==> src/rtl/uart_rx.sv <==
// 8N1 serial receiver with a fractional-accumulator 16x oversampling tick and valid/ready output.
// Define UART_RX_PARITY_EN for 8E1 frames with a parity_err pulse.
module uart_rx #(
  parameter int OSC  = 50000000,
  parameter int BAUD = 115200,
  parameter int ACCW = 27
) (
  input  logic       clk,
  input  logic       reset_l,
  input  logic       rxd,
  output logic [7:0] data,
  output logic       valid,
  input  logic       ready,
  output logic       frame_err,
  output logic       overrun,
  output logic       parity_err
);

  localparam logic [ACCW-1:0] StepIdle = ACCW'(16 * BAUD);
  localparam logic [ACCW-1:0] StepTick = ACCW'(16 * BAUD - OSC);

  typedef enum logic [2:0] {
    StIdle, StStart, StData, StParity, StStop, StBreak, StDeliver
  } state_e;

  state_e          state_q, state_d;
  logic            rx_meta_q, rxs_q;
  logic [ACCW-1:0] accu_q, accu_d;
  logic [3:0]      sub_q, sub_d;
  logic [2:0]      bitn_q, bitn_d;
  logic [7:0]      shift_q, shift_d;
  logic [7:0]      data_q, data_d;
  logic            valid_q, valid_d;
  logic            frame_err_q, frame_err_d;
  logic            overrun_q, overrun_d;
  logic            tick16;
`ifdef UART_RX_PARITY_EN
  logic            par_q, par_d;
  logic            parity_err_q, parity_err_d;
`endif

  // A non-negative accumulator means one 16x tick is due this cycle.
  assign tick16 = ~accu_q[ACCW-1];

  always_ff @(posedge clk or negedge reset_l) begin
    if (!reset_l) begin
      rx_meta_q    <= 1'b1;
      rxs_q        <= 1'b1;
      state_q      <= StIdle;
      accu_q       <= '0;
      sub_q        <= '0;
      bitn_q       <= '0;
      shift_q      <= '0;
      data_q       <= '0;
      valid_q      <= 1'b0;
      frame_err_q  <= 1'b0;
      overrun_q    <= 1'b0;
`ifdef UART_RX_PARITY_EN
      par_q        <= 1'b0;
      parity_err_q <= 1'b0;
`endif
    end else begin
      rx_meta_q    <= rxd;
      rxs_q        <= rx_meta_q;
      state_q      <= state_d;
      accu_q       <= accu_d;
      sub_q        <= sub_d;
      bitn_q       <= bitn_d;
      shift_q      <= shift_d;
      data_q       <= data_d;
      valid_q      <= valid_d;
      frame_err_q  <= frame_err_d;
      overrun_q    <= overrun_d;
`ifdef UART_RX_PARITY_EN
      par_q        <= par_d;
      parity_err_q <= parity_err_d;
`endif
    end
  end

  always_comb begin
    state_d     = state_q;
    accu_d      = tick16 ? accu_q + StepTick : accu_q + StepIdle;
    sub_d       = sub_q;
    bitn_d      = bitn_q;
    shift_d     = shift_q;
    data_d      = data_q;
    valid_d     = valid_q && !ready;
    frame_err_d = 1'b0;
    overrun_d   = 1'b0;
`ifdef UART_RX_PARITY_EN
    par_d        = par_q;
    parity_err_d = 1'b0;
`endif
    unique case (state_q)
      StIdle: begin
        if (!rxs_q) begin
          state_d = StStart;
          sub_d   = '0;
          accu_d  = '0;
        end
      end
      StStart: begin
        if (tick16) begin
          sub_d = sub_q + 4'd1;
          if (sub_q == 4'd7) begin
            if (rxs_q) begin
              state_d = StIdle;
            end else begin
              state_d = StData;
              sub_d   = '0;
              bitn_d  = '0;
            end
          end
        end
      end
      StData: begin
        if (tick16) begin
          sub_d = sub_q + 4'd1;
          if (sub_q == 4'd15) begin
            shift_d = {rxs_q, shift_q[7:1]};
            if (bitn_q == 3'd7) begin
`ifdef UART_RX_PARITY_EN
              state_d = StParity;
`else
              state_d = StStop;
`endif
            end else begin
              bitn_d = bitn_q + 3'd1;
            end
          end
        end
      end
      StParity: begin
`ifdef UART_RX_PARITY_EN
        if (tick16) begin
          sub_d = sub_q + 4'd1;
          if (sub_q == 4'd15) begin
            par_d   = rxs_q;
            state_d = StStop;
          end
        end
`else
        state_d = StIdle;
`endif
      end
      StStop: begin
        if (tick16) begin
          sub_d = sub_q + 4'd1;
          if (sub_q == 4'd15) begin
            if (rxs_q) begin
              state_d = StDeliver;
            end else begin
              frame_err_d = 1'b1;
              state_d     = StBreak;
            end
          end
        end
      end
      StBreak: begin
        if (rxs_q) state_d = StIdle;
      end
      StDeliver: begin
        state_d = StIdle;
        if (!valid_q || ready) begin
          data_d  = shift_q;
          valid_d = 1'b1;
        end else begin
          overrun_d = 1'b1;
        end
`ifdef UART_RX_PARITY_EN
        parity_err_d = par_q ^ (^shift_q);
`endif
      end
      default: state_d = StIdle;
    endcase
  end

  assign data      = data_q;
  assign valid     = valid_q;
  assign frame_err = frame_err_q;
  assign overrun   = overrun_q;
`ifdef UART_RX_PARITY_EN
  assign parity_err = parity_err_q;
`else
  assign parity_err = 1'b0;
`endif

endmodule

==> config.mk <==
export PLATFORM = sky130hd
export DESIGN_NAME = uart_rx
export DESIGN_NICKNAME = d
export VERILOG_FILES = /design/src/rtl/uart_rx.sv
export SDC_FILE = /design/constraint.sdc
export NUM_CORES = 1
export LEC_CHECK = 0
export CORE_MARGIN = 2
export CORE_UTILIZATION = 30
export DETAILED_ROUTE_END_ITERATION = 6
export DONT_BUFFER_PORTS = 1
export GPL_ROUTABILITY_DRIVEN = 1
export PLACE_DENSITY = 0.5
export REMOVE_ABC_BUFFERS = 1
export SYNTH_ARGS = -nofsm -noshare
export SYNTH_HDL_FRONTEND = slang
export SYNTH_SLANG_ARGS = --single-unit
export TNS_END_PERCENT = 50
==> constraint.sdc <==
create_clock -name clk -period 2.5 [get_ports clk]
set_input_delay 0.25 -clock clk [delete_from_list [all_inputs] [get_ports clk]]
set_output_delay 0.25 -clock clk [all_outputs]
set_load 0.005 [all_outputs]
==> results.cfg <==
[power]
ir_worst_vdd_v = 0.0002505
power_leakage_uw = 0.001248
combPwrFrac_pct = 1.8
p_clk_share_pct = 37.2
p_per_area_nw_per_um2 = 459.5
switching_power_uw = 321.3
sw_frac_of_total_pct = 23.58
power.internal_uw = 1041
pwr-share-seq_pct = 60.9

[logic_synthesis]
syn_area_sq_um = 2744
ys_seq_area_share_pct = 46.60
synth_top_area_cell = dfrtp_1
yosysMostFrequentCell = dfrtp_1
synth_area_leaders = dfrtp_1 45%, mux2_2 6.6%, nor2_1 3.8%
synth-main-ff-cell = dfrtp_1
synth_top_area_share_pct = 44.69
synth_common_cells = 49 x dfrtp_1, 28 x nor2_1, 19 x nand2_1, 16 x mux2_2, 11 x inv_1
netlist_instances = 275
syn_avg_cell_area_sq_um = 9.978
synth-edff-count = 0
async_flop_share_pct = 100.0
yosysUniqueCellTypes = 58
yosys_register_bits = 51
yosysWarnings = 0

[floorplanning]
ios = 16
num_rows = 34
core_area_sq_um = 8806
dieArea_sq_um = 9927
start_util_pct = 31.16
die_w_um = 99.64
die_y_um = 99.64

[global_routing]
grt_max_degree = 52
track_usage_pct = 11.37
grt_pass1_wl_um = 9315
first_global_vias = 1962
overflow = 0
grt_antenna_before_repair = 0

[route]
num_vias = 1967
drc = 0
ant_nets = 0
dr.pass1.iters = 4
finalWirelength_um = 5224
vias_per_cell = 5.190
drt_iter0_drc = 134
routedWlPerCell_um = 13.78

[worst_setup_path]
start_kind = register
cp.arrival_ns = 2.15
crit_path_start = state_q[0]$_DFFE_PN0P_
reg2reg_from = state_q[0]$_DFFE_PN0P_
worst_setup_path_end_kind = register
critical_path.max_fanout = 19
crit_type = reg -> reg
required_ns = 2.70
rrSetupSlack_ns = 0.55

[placement]
gp_congestion = 0.8019
placed_cell_area_sq_um = 2821
dp_hpwl_um = 3652
io_buffers = 0

[clock_network]
clkLatencyLatePin_ns = 0.31
path_clk_slew_ns = 0.10
htreeDepth = 2
cts_tree = built
cts_resized = 0
cts_buffer_depth = 2
hold_buffers = 3
clock-sinks = 51
cts_root_buffer = clkbuf_8
cts_made_buffers = 5
post_cts_buffers = 0

[job]
maxCapViolCount = 0

[timing]
rsz0062_at_grt = false
layout_min_cycle_time_ns = 1.948
worst_pin_slew_ns = 0.5924
finalClockSkew_ns = 0.01224
period_share_pct = 77.94
maxSlewHeadroom_pct = 60.18
holdWs_ns = 0.1328
finalHoldViolations = 0
max_freq_mhz = 513.2
maxSlewViolCount = 0
setup_violations = 0

[layout]
fin_nets = 280
areaGrowthSynthToFinish_pct = 8.071
fillers = 891
design_area_sq_um = 2965
drive_gt1_share_pct = 14.02
antennaDiodeCount = 0

[min_path]
hold_class = in -> reg
min_from = ready

[run_status]
status = finished clean
## cell type report
type                       instances  area (sq um)  area share [%]
tap                              108         135.1           4.557
multi-input combinational        195          1344           45.32
inverter                          11         41.29           1.392
sequential                        51          1279           43.12
timing repair buffer               6         70.07           2.363
clock inverter                     3         27.53          0.9283
clock buffer                       5         68.82           2.321
## flip-flops by register name, indices dropped and copies added (netlist names)
name / flops
accu_q: 20
data: 8
shift_q: 8
sub_q: 4
bitn_q: 3
state_q: 3
frame_err: 1
overrun: 1
rx_meta_q: 1
rxs_q: 1
valid: 1
## cell usage in the layout (no fill, tap or decap), types with 3 or more instances in the layout
master     n
dfrtp_1   49
nor2_1    28
nand2_1   19
mux2_2    16
inv_1     11
nand3_1   10
a21oi_1   10
xnor2_1   10
nor3_1     9
and3_1     6
ha_1       6
o31ai_1    5
nor4_1     5
nand2b_1   5
nor3b_1    5
o21ai_0    5
clkbuf_8   5
o211ai_1   4
xor2_1     4
nand3b_1   3
or3_1      3
mux2i_1    3
nor4b_1    3
buf_4      3
## through the flow
stage               util (%)  setup TNS [ns]  cells  setup slack, ns  power, uW
floorplan                  -         -0.2170    257          -0.1724      847.3
global placement       32.04               0    368           0.5381      848.8
detailed placement     32.04               0    368           0.5594      848.7
CTS                    33.67               0    379           0.5410       1389
global route           33.67               0    379           0.2947       1428
finish                 33.67               0    379           0.5516       1362
## per-layer routing
layer | vias to the layer above | track usage [%] | wire, um
li1 | 978 | - | -
met1 | 948 | 15.69 | 2606
met2 | 34 | 18.04 | 2413
met3 | 7 | 1.827 | 124
met4 | 0 | 4.215 | 80
met5 | - | 0 | 0
## power groups by stage
stage	logic [uW]	registers, uW	clock network, uW
3_5_place_dp	2.22	847	0
6_report	25.2	830	507
4_1_cts	27.2	830	532
5_1_grt	30.3	831	567
3_3_place_gp	2.25	847	0
2_1_floorplan	2.05	845	0
## logic make-up after synthesis
logic type / Yosys count / synth area share (%)
adder cells (fa/ha/maj): 6 / 2.736
flip-flops: 51 / 46.60
AND/OR/NAND/NOR: 104 / 20.16
other: 1 / 0.1367
buffers and inverters: 29 / 4.651
AO/OA/AOI/OAI: 50 / 13.18
multiplexers: 20 / 8.071
XOR/XNOR: 14 / 4.468
## worst max-delay path, cell delays in order (launching register included)
cell	delay, ns
dfrtp_1	0.61
nor2b_2	0.28
nand2b_1	0.17
o221ai_1	0.40
nor4b_1	0.11
a221o_1	0.27
## worst paths after layout
check	depth (start not counted)	end
max	5	state_q[0]$_DFFE_PN0P_
min	2	overrun$_DFF_PN0_
max reg2reg	5	state_q[0]$_DFFE_PN0P_
min reg2reg	0	rxs_q$_DFF_PN1_
max in group asynchronous	2	rxs_q$_DFF_PN1_
min in group asynchronous	2	data[7]$_DFFE_PN0P_
Power figures use the tool's default switching activity.
